`config.mk`:
```
export PLATFORM = sky130hd
export DESIGN_NAME = debounce_timer_arbiter_flat
export DESIGN_NICKNAME = d
export VERILOG_FILES = /design/src/rtl/debounce_timer_arbiter_if.sv /design/src/rtl/debounce_timer_arbiter.sv /design/src/flat_wrapper.sv
export SDC_FILE = /design/constraint.sdc
export NUM_CORES = 1
export LEC_CHECK = 0
export CAP_MARGIN = 15
export CORE_MARGIN = 4
export CORE_UTILIZATION = 57
export DETAILED_ROUTE_END_ITERATION = 10
export GPL_TIMING_DRIVEN = 0
export PLACE_DENSITY_LB_ADDON = 0.25
export REMOVE_ABC_BUFFERS = 1
export SLEW_MARGIN = 10
export SYNTH_ARGS = -nofsm -noshare
export SYNTH_HDL_FRONTEND = slang
export SYNTH_SLANG_ARGS = --single-unit
```
`constraint.sdc`:
```
create_clock -name CLK -period 2.8 [get_ports CLK]
set_input_delay 0.56 -clock CLK [delete_from_list [all_inputs] [get_ports CLK]]
set_output_delay 0.56 -clock CLK [all_outputs]
set_load 0.03 [all_outputs]
```
`src/rtl/debounce_timer_arbiter_if.sv`:
```
// Channel bundle for debounce_timer_arbiter.
// Optional feature macro: FALL_PULSE_EN adds the CH_FALL falling-commit pulse.
//
// Handshake semantics: there is no valid/ready pair on this bundle. CH_IN is
// a free-running raw level that the slave resynchronises. All slave outputs
// are registered and valid every cycle after reset release. CH_PULSE and
// CH_FALL are single-cycle strobes.
interface debounce_timer_arbiter_if #(
  parameter int N_CH = 4
);
  logic [N_CH-1:0] CH_IN;
  logic [N_CH-1:0] CH_STABLE;
  logic [N_CH-1:0] CH_PULSE;
  logic [N_CH-1:0] GRANT;
  logic            BUSY;
  logic [1:0]      STATE;   // debug view of the arbiter FSM
`ifdef FALL_PULSE_EN
  logic [N_CH-1:0] CH_FALL;

  modport master (output CH_IN, input CH_STABLE, input CH_PULSE, input GRANT,
                  input BUSY, input STATE, input CH_FALL);
  modport slave  (input CH_IN, output CH_STABLE, output CH_PULSE, output GRANT,
                  output BUSY, output STATE, output CH_FALL);
`else
  modport master (output CH_IN, input CH_STABLE, input CH_PULSE, input GRANT,
                  input BUSY, input STATE);
  modport slave  (input CH_IN, output CH_STABLE, output CH_PULSE, output GRANT,
                  output BUSY, output STATE);
`endif
endinterface

```
`src/rtl/debounce_timer_arbiter.sv`:
```
// Multi-channel debouncer sharing one settle timer between N_CH channels.
// A round-robin arbiter hands the timer to one changed channel at a time.
// The new level is committed only if it holds for SETTLE_CYC cycles.
// Optional feature macro: FALL_PULSE_EN (CH_FALL pulse on committed 1->0).
module debounce_timer_arbiter #(
  parameter int N_CH       = 4,
  parameter int CNT_W      = 20,
  parameter int SETTLE_CYC = 1000000
) (
  input  logic                     CLK,
  input  logic                     RESET,
  debounce_timer_arbiter_if.slave  bus
);

  localparam int PTR_W = (N_CH > 1) ? $clog2(N_CH) : 1;
  localparam logic [CNT_W-1:0] TERM    = CNT_W'(SETTLE_CYC - 1);
  localparam logic [PTR_W-1:0] LAST_CH = PTR_W'(N_CH - 1);
  localparam logic [N_CH-1:0]  ONE_HOT = N_CH'(1);

  typedef enum logic [1:0] {
    IDLE   = 2'd0,
    ARB    = 2'd1,
    COUNT  = 2'd2,
    COMMIT = 2'd3
  } state_t;

  state_t          state;
  logic [N_CH-1:0] sync1;
  logic [N_CH-1:0] sync2;
  logic [N_CH-1:0] stable;
  logic [N_CH-1:0] pulse;
  logic [N_CH-1:0] grant;
  logic            busy;
  logic [CNT_W-1:0] cnt;
  logic [PTR_W-1:0] ptr;
  logic [PTR_W-1:0] gidx;
`ifdef FALL_PULSE_EN
  logic [N_CH-1:0] fall;
`endif

  logic [N_CH-1:0]  req;
  logic             found;
  logic [PTR_W-1:0] pick;
  logic [PTR_W-1:0] nxt_ptr;

  // A channel requests the timer whenever its synchronised level differs
  // from its committed level.
  assign req = sync2 ^ stable;

  // Pointer advances past the channel just served, wrapping at N_CH.
  assign nxt_ptr = (gidx == LAST_CH) ? '0 : gidx + 1'b1;

  // Round-robin search: first requesting channel starting at ptr.
  always_comb begin
    int idx;
    found = 1'b0;
    pick  = '0;
    idx   = 0;
    for (int k = 0; k < N_CH; k++) begin
      idx = int'(ptr) + k;
      if (idx >= N_CH) idx = idx - N_CH;
      if (!found && req[idx]) begin
        found = 1'b1;
        pick  = PTR_W'(idx);
      end
    end
  end

  // Synchronizers, arbiter FSM, shared settle counter and registered outputs.
  always_ff @(posedge CLK or negedge RESET) begin
    if (!RESET) begin
      state  <= IDLE;
      sync1  <= '0;
      sync2  <= '0;
      stable <= '0;
      pulse  <= '0;
      grant  <= '0;
      busy   <= 1'b0;
      cnt    <= '0;
      ptr    <= '0;
      gidx   <= '0;
`ifdef FALL_PULSE_EN
      fall   <= '0;
`endif
    end else begin
      sync1 <= bus.CH_IN;
      sync2 <= sync1;
      pulse <= '0;
`ifdef FALL_PULSE_EN
      fall  <= '0;
`endif
      case (state)
        IDLE: begin
          if (|req) begin
            state <= ARB;
            busy  <= 1'b1;
          end
        end
        ARB: begin
          if (found) begin
            grant <= ONE_HOT << pick;
            gidx  <= pick;
            cnt   <= '0;
            state <= COUNT;
          end else begin
            // Every request bounced away before it could be served.
            state <= IDLE;
            busy  <= 1'b0;
          end
        end
        COUNT: begin
          if (sync2[gidx] == stable[gidx]) begin
            // Bounce back: drop the grant, keep the committed level.
            grant <= '0;
            busy  <= 1'b0;
            ptr   <= nxt_ptr;
            state <= IDLE;
          end else if (cnt == TERM) begin
            state <= COMMIT;
          end else begin
            cnt <= cnt + 1'b1;
          end
        end
        COMMIT: begin
          stable[gidx] <= sync2[gidx];
          // Strobe only on a real level change of the granted channel.
          if (sync2[gidx] != stable[gidx]) begin
            if (sync2[gidx]) begin
              pulse[gidx] <= 1'b1;
            end
`ifdef FALL_PULSE_EN
            else begin
              fall[gidx] <= 1'b1;
            end
`endif
          end
          ptr   <= nxt_ptr;
          grant <= '0;
          busy  <= 1'b0;
          state <= IDLE;
        end
        default: begin
          state <= IDLE;
          grant <= '0;
          busy  <= 1'b0;
        end
      endcase
    end
  end

  assign bus.CH_STABLE = stable;
  assign bus.CH_PULSE  = pulse;
  assign bus.GRANT     = grant;
  assign bus.BUSY      = busy;
  assign bus.STATE     = state;
`ifdef FALL_PULSE_EN
  assign bus.CH_FALL   = fall;
`endif

endmodule
```
`src/flat_wrapper.sv`:
```
// flat-port wrapper written by rule: the top's interface ports become plain ports
module debounce_timer_arbiter_flat 
#(
  parameter int N_CH       = 4,
  parameter int CNT_W      = 20,
  parameter int SETTLE_CYC = 1000000
)
  (CLK, RESET, bus_CH_IN, bus_CH_STABLE, bus_CH_PULSE, bus_GRANT, bus_BUSY, bus_STATE);
  debounce_timer_arbiter_if #(.N_CH(N_CH)) bus_i ();
  input  logic CLK;
  input  logic RESET;
  input wire logic [$bits(bus_i.CH_IN)-1:0] bus_CH_IN;
  output wire logic [$bits(bus_i.CH_STABLE)-1:0] bus_CH_STABLE;
  output wire logic [$bits(bus_i.CH_PULSE)-1:0] bus_CH_PULSE;
  output wire logic [$bits(bus_i.GRANT)-1:0] bus_GRANT;
  output wire logic [$bits(bus_i.BUSY)-1:0] bus_BUSY;
  output wire logic [$bits(bus_i.STATE)-1:0] bus_STATE;
  assign bus_i.CH_IN = bus_CH_IN;
  assign bus_CH_STABLE = bus_i.CH_STABLE;
  assign bus_CH_PULSE = bus_i.CH_PULSE;
  assign bus_GRANT = bus_i.GRANT;
  assign bus_BUSY = bus_i.BUSY;
  assign bus_STATE = bus_i.STATE;
  debounce_timer_arbiter #(.N_CH(N_CH), .CNT_W(CNT_W), .SETTLE_CYC(SETTLE_CYC)) u_core (.CLK(CLK), .RESET(RESET), .bus(bus_i));
endmodule
```
# Word level (Yosys, flattened, before mapping)
# Index checks and enable logic that the tools add are counted.
dict set report totals {
  reg_bits 47
  input_bits 6
  word_cells 116
}
dict set report classes {
  n_addsub 9
  n_lt_le_gt_ge 10
  n_eq_ne 14
  shifts 1
  mux 53
  bitwise_logic 1
  reduce_logical 18
}
# cell n
set op_table {}
lappend op_table {{$lt 32x4->1 const B} 4}
lappend op_table {{$mux 32} 4}
lappend op_table {{$ge 32x4->1 const B} 3}
lappend op_table {{$sub 32x4->32 const B} 3}
lappend op_table {{$mux 20} 3}
lappend op_table {{$pmux 20 s2} 1}
lappend op_table {{$add 20x1->20 const B} 1}
lappend op_table {{$eq 20x20->1 const B} 1}
lappend op_table {{$mux 2} 10}
lappend op_table {{$mux 4} 5}
lappend op_table {{$mux 1} 18}
lappend op_table {{$bmux 1 s2} 6}
lappend op_table {{$pmux 4 s3} 1}
lappend op_table {{$pmux 2 s4} 1}
lappend op_table {{$add 2x2->3 const B} 2}
lappend op_table {{$eq 2x2->1 const B} 3}
lappend op_table {{$ne 2x1->1 const B} 3}
lappend op_table {{$ne 2x2->1 const B} 3}
lappend op_table {{$reduce_and 2->1} 3}
lappend op_table {{$reduce_and 3->1} 2}
lappend op_table {{$bwmux 4} 1}
lappend op_table {{$logic_and 1x1->1} 4}
lappend op_table {{$pmux 1 s4} 1}
lappend op_table {{$pmux 2 s2} 1}
lappend op_table {{19 further kinds} 22}

# Depth between registers and ports, before layout
dict set report logic_depth {
  ltp_word 18
  mapped_depth 6
}

# Worst setup path before layout
# Ideal clock, no wire load.
dict set report synth_timing {
  path_type {reg2reg}
  startpoint {register u_core.cnt[0]}
  endpoint {register u_core.cnt[18]}
  setup_ns 0.078
  t_arrival_ns 1.892
  path_slack_ns 0.830
  stages_incl_launch_ff 6
  n_path_buf 0
  period_less_slack_ns 1.970
  path_cell_list {dfrtp_1 ha_1 clkinv_1 or4_1 or4_1 a21oi_1}
}
dict set report synth_via {
  elab_chain_len 4
}
# element line
set synth_lines {}
lappend synth_lines {{start: declaration} debounce_timer_arbiter.sv:34} ;# logic [CNT_W-1:0] cnt;
lappend synth_lines {{start signal: assignment} debounce_timer_arbiter.sv:121} ;# cnt <= cnt + 1'b1;
lappend synth_lines {{$add 20x1->20} debounce_timer_arbiter.sv:121}
lappend synth_lines {{$mux 20} debounce_timer_arbiter.sv:118} ;# end else if (cnt == TERM) begin
lappend synth_lines {{$mux 20} debounce_timer_arbiter.sv:112} ;# if (sync2[gidx] == stable[gidx]) begin
lappend synth_lines {{$pmux 20 s2} debounce_timer_arbiter.sv:92} ;# case (state)
# Parallel ways exist; a longest one is shown, timed or not. The select of a mux whose other input is x is not followed.
# A chain may end at the register's enable or synchronous reset.

# Worst setup path after layout
dict set report layout_timing {
  startpoint {register u_core.stable[3] (netlist: u_core.bus.CH_STABLE[3])}
  endpoint {register u_core.cnt[18]}
}
dict set report layout_via {
  elab_chain_len 16
}
# element line
set layout_lines {}
lappend layout_lines {{start: declaration} debounce_timer_arbiter.sv:30} ;# logic [N_CH-1:0] stable;
lappend layout_lines {{start signal: indexed assignment} debounce_timer_arbiter.sv:125} ;# stable[gidx] <= sync2[gidx];
lappend layout_lines {{$xor 4x4->4} debounce_timer_arbiter.sv:48} ;# assign req = sync2 ^ stable;
lappend layout_lines {{$bmux 1 s2} debounce_timer_arbiter.sv:62} ;# if (!found && req[idx]) begin
lappend layout_lines {{$mux 1 (not written as such) (2 in series)} debounce_timer_arbiter.sv:62}
lappend layout_lines {{$mux 1} debounce_timer_arbiter.sv:62}
lappend layout_lines {{$logic_not 1->1} debounce_timer_arbiter.sv:62}
lappend layout_lines {{$logic_and 1x1->1} debounce_timer_arbiter.sv:62}
lappend layout_lines {{$mux 1} debounce_timer_arbiter.sv:62}
lappend layout_lines {{$logic_not 1->1} debounce_timer_arbiter.sv:62}
lappend layout_lines {{$logic_and 1x1->1} debounce_timer_arbiter.sv:62}
lappend layout_lines {{$mux 1} debounce_timer_arbiter.sv:62}
lappend layout_lines {{$logic_not 1->1} debounce_timer_arbiter.sv:62}
lappend layout_lines {{$logic_and 1x1->1} debounce_timer_arbiter.sv:62}
lappend layout_lines {{$mux 1} debounce_timer_arbiter.sv:62}
lappend layout_lines {{$ne 2x1->1 (no source line)} -}
lappend layout_lines {{$reduce_and 4->1 (no source line) *} -}
# Every way passes the cells marked *; elsewhere a longest branch is shown, timed or not. The select of a mux whose other input is x is not followed.

==> flow_metrics.env <==
export IMPL_status="complete, no violations"
export IMPL_timing_fmax_ghz=0.426
export IMPL_ios=21
export IMPL_via_count=1797
export IMPL_cp_start_kind="flop"
export IMPL_cts_tree="yes"
export IMPL_worstPathMaxFanout=16
export IMPL_core_mm2=0.00400
export IMPL_die_y_um=72.1
export IMPL_crit_path_start="u_core.bus.CH_STABLE[3]$_DFFE_PN0P_"
export IMPL_synth_seq_area_share=0.502
export IMPL_critPathKind="flop to flop"
export IMPL_ctsHoldBuffers=0
export IMPL_overflow=0
export IMPL_cap_violations=0
export IMPL_h_tree_depth=2
export IMPL_final_common_cell="dfrtp_1"
export IMPL_setup_tns_ns=0
export IMPL_ys_top_cells_by_area="dfrtp_1 (50%), xor2_1 (4.5%), mux4_2 (3.8%), nor2_1 (3.8%), nand3_1 (3.0%)"
export IMPL_place_congestion=0.794
export IMPL_nNetsFinal=249
export IMPL_port_buffers=20
export IMPL_r2r_start="u_core.bus.CH_STABLE[3]$_DFFE_PN0P_"
export IMPL_cts_root_buf="clkbuf_8"
export IMPL_initial_core_util=0.586
export IMPL_synth_edf_count=0
export IMPL_wire_per_inst_um=16.8
export IMPL_clk_pin_slew_ns=0.08
export IMPL_synthesis_area_mm2=0.00234
export IMPL_cts_buffers=5
export IMPL_clkLatencyLatePin_ns=0.30
export IMPL_mostFrequentLayoutCells="dfrtp_1 (47), nor2_1 (24), clkdlybuf4s50_1 (19)"
export IMPL_grt_start_max_net_pins=29
export IMPL_dieArea_mm2=0.00520
export IMPL_dp_cells=281
export IMPL_cp_top_family="simple AND/OR/NAND/NOR gates"
export IMPL_fin_worst_skew_ns=0.00908
export IMPL_ys_warnings_count=0
export IMPL_pre_cts_ws_ns=0.471
export IMPL_synth_ff_type="dfrtp_1"
export IMPL_hp_class="input port to async pin"
export IMPL_fp_dieW_um=72.1
export IMPL_drive_above_1_share=0.0844
export IMPL_drt_vias_per_instance=6.26
export IMPL_worstPathCellList="xor2_1, mux4_2, o211ai_4, or4_1, a21oi_1"
export IMPL_cpMaxStageDelayCell="or4_1"
export IMPL_antenna_found_initial=0
export IMPL_regToRegSetupSlack_ns=0.45
export IMPL_cp_required_ns=3.03
export IMPL_finalHoldViolations=0
export IMPL_swShare=0.432
export IMPL_grt_usage=0.211
export IMPL_placement_rows=23
export IMPL_cts_resized_gates=0
export IMPL_grt_pass1_wl_um=8530
export IMPL_worst_slew_pin_slew_ns=0.873
export IMPL_drv_slew=0
export IMPL_power_frac_seq=0.401
export IMPL_cp_end_kind="flop"
export IMPL_cp_depth=5
export IMPL_worstRegToRegCells=5
export IMPL_drt_wl_total_um=4830
export IMPL_stdcell_count=287
export IMPL_yosysUniqueCellTypes=45
export IMPL_yosys_area_top_type="dfrtp_1"
export IMPL_grt_pass1_vias=1791
export IMPL_area_growth_pct=13.6
export IMPL_r2r_end="u_core.cnt[18]$_DFFE_PN0P_"
export IMPL_p_switching_w=0.00105
export IMPL_power_per_cell_area_mw_per_mm2=914
export IMPL_post_cts_buffers=0
export IMPL_combPwrFrac=0.447
export IMPL_netlist_instances=218
export IMPL_maxSlewHeadroom=0.413
export IMPL_postSynthAreaPerCell_um2=10.7
export IMPL_clock_sinks=47
export IMPL_min_period_ns=2.35
export IMPL_rsz0062_at_grt="no"
export IMPL_ir_worst_vdd_mv=0.638
export IMPL_drt_first_iter_violations=155
export IMPL_min_period_over_period=0.839
export IMPL_ys_async_sr_fraction=1.00
export IMPL_diodes=0
export IMPL_drc=0
export IMPL_worst_slack_ns=0.452
export IMPL_power_internal_w=0.00138
export IMPL_critPathBufInv=0
export IMPL_clock_tree_buffer_depth=2
export IMPL_firstDrtPassIters=5
export IMPL_setup_violations_final=0
export IMPL_max_stage_delay_ns=0.53
export IMPL_arrival_ns=2.57
export IMPL_synth_seq_cells=47
export IMPL_ant_nets=0
export IMPL_power_frac_clock=0.152
export IMPL_yosys_area_top_type_share=0.502
export IMPL_crit_end="u_core.cnt[18]$_DFFE_PN0P_"
export IMPL_place_hpwl_um=3280
export IMPL_p_leak_nw=1.11
==> state kept, by name, summed over array words and instances (netlist names) <==
signal / flops
u_core.bus.STATE: 2
u_core.sync2: 4
u_core.bus.CH_STABLE: 4
u_core.gidx: 2
u_core.bus.CH_PULSE: 4
u_core.bus.GRANT: 4
u_core.sync1: 4
u_core.ptr: 2
u_core.bus.BUSY: 1
u_core.cnt: 20
==> final cells by class <==
type	count	area, um2
Clock buffer	6	72.6
Fill cell	326	1340
Inverter	7	26.3
Multi-Input combinational cell	156	1110
Sequential cell	47	1180
Tap cell	50	62.6
Timing Repair Buffer	21	215
==> per-stage QoR <==
stage | total power [W] | util | hold slack, ns | instance area [um2]
6_report | 0.00243 | 0.666 | 0.205 | 2660
2_1_floorplan | 0.00168 | - | 0.264 | 2310
5_1_grt | 0.00257 | 0.666 | 0.236 | 2660
4_1_cts | 0.00243 | 0.666 | 0.217 | 2660
3_5_place_dp | 0.00205 | 0.647 | 0.336 | 2590
3_3_place_gp | 0.00202 | 0.643 | 0.332 | 2570
==> power groups by stage <==
stage	registers (W)	clock network [W]	logic, W
4_1_cts	0.000968	0.000379	0.00108
6_report	0.000975	0.000371	0.00109
3_5_place_dp	0.000976	0	0.00108
3_3_place_gp	0.000966	0	0.00105
2_1_floorplan	0.00106	0	0.000619
5_1_grt	0.000990	0.000411	0.00117
==> metal layers <==
| metal | wire (um) | up-vias | GRT usage |
|---|---|---|---|
| met2 | 2190 | 76 | 0.312 |
| met5 | 0 | - | 0 |
| met4 | 120 | 0 | 0.0919 |
| met1 | 2250 | 875 | 0.300 |
| li1 | - | 831 | - |
| met3 | 276 | 15 | 0.0443 |
==> how the worst min path moves through the flow <==
stage / from / end / slack, ns / cells past startpoint
2_1_floorplan: RESET / u_core.bus.BUSY$_DFFE_PN0P_ / 0.26 / 0
3_3_place_gp: u_core.sync1[2]$_DFF_PN0_ / u_core.sync2[2]$_DFF_PN0_ / 0.33 / 0
3_5_place_dp: u_core.sync1[0]$_DFF_PN0_ / u_core.sync2[0]$_DFF_PN0_ / 0.34 / 0
4_1_cts: RESET / u_core.gidx[0]$_DFFE_PN0P_ / 0.22 / 1
5_1_grt: RESET / u_core.sync2[1]$_DFF_PN0_ / 0.24 / 1
6_report: RESET / u_core.bus.CH_PULSE[1]$_DFF_PN0_ / 0.20 / 1
==> cells in the mapped netlist (2+ instances only) <==
master	number
nand3_1	14
xor2_1	12
ha_1	5
and4_1	3
clkbuf_1	5
o21ai_1	7
nor4_1	4
nor3_1	2
a21oi_1	8
o221ai_1	2
and3_1	2
mux4_2	4
or3_1	2
nor2_1	24
nor4bb_1	2
nand2_1	13
or4_1	2
dfrtp_1	47
o211ai_1	3
a32o_1	2
nand2b_1	2
a21o_1	2
o31ai_1	5
nand4_1	9
xnor2_1	7
buf_2	3
mux2_2	4
inv_1	6
==> logic make-up (layout without fill, tap and decap cells) <==
kind of cell             count (synthesis)  in the layout  share of synthesized area
AO/OA/AOI/OAI                           35             35                      0.107
XOR/XNOR                                20             20                     0.0780
multiplexers                             9              9                     0.0625
AND/OR/NAND/NOR                         86             86                      0.194
buffers and inverters                   15             34                     0.0256
adder cells (fa/ha/maj)                  6              6                     0.0310
flip-flops                              47             47                      0.502
(Power assumes the default switching activity.)
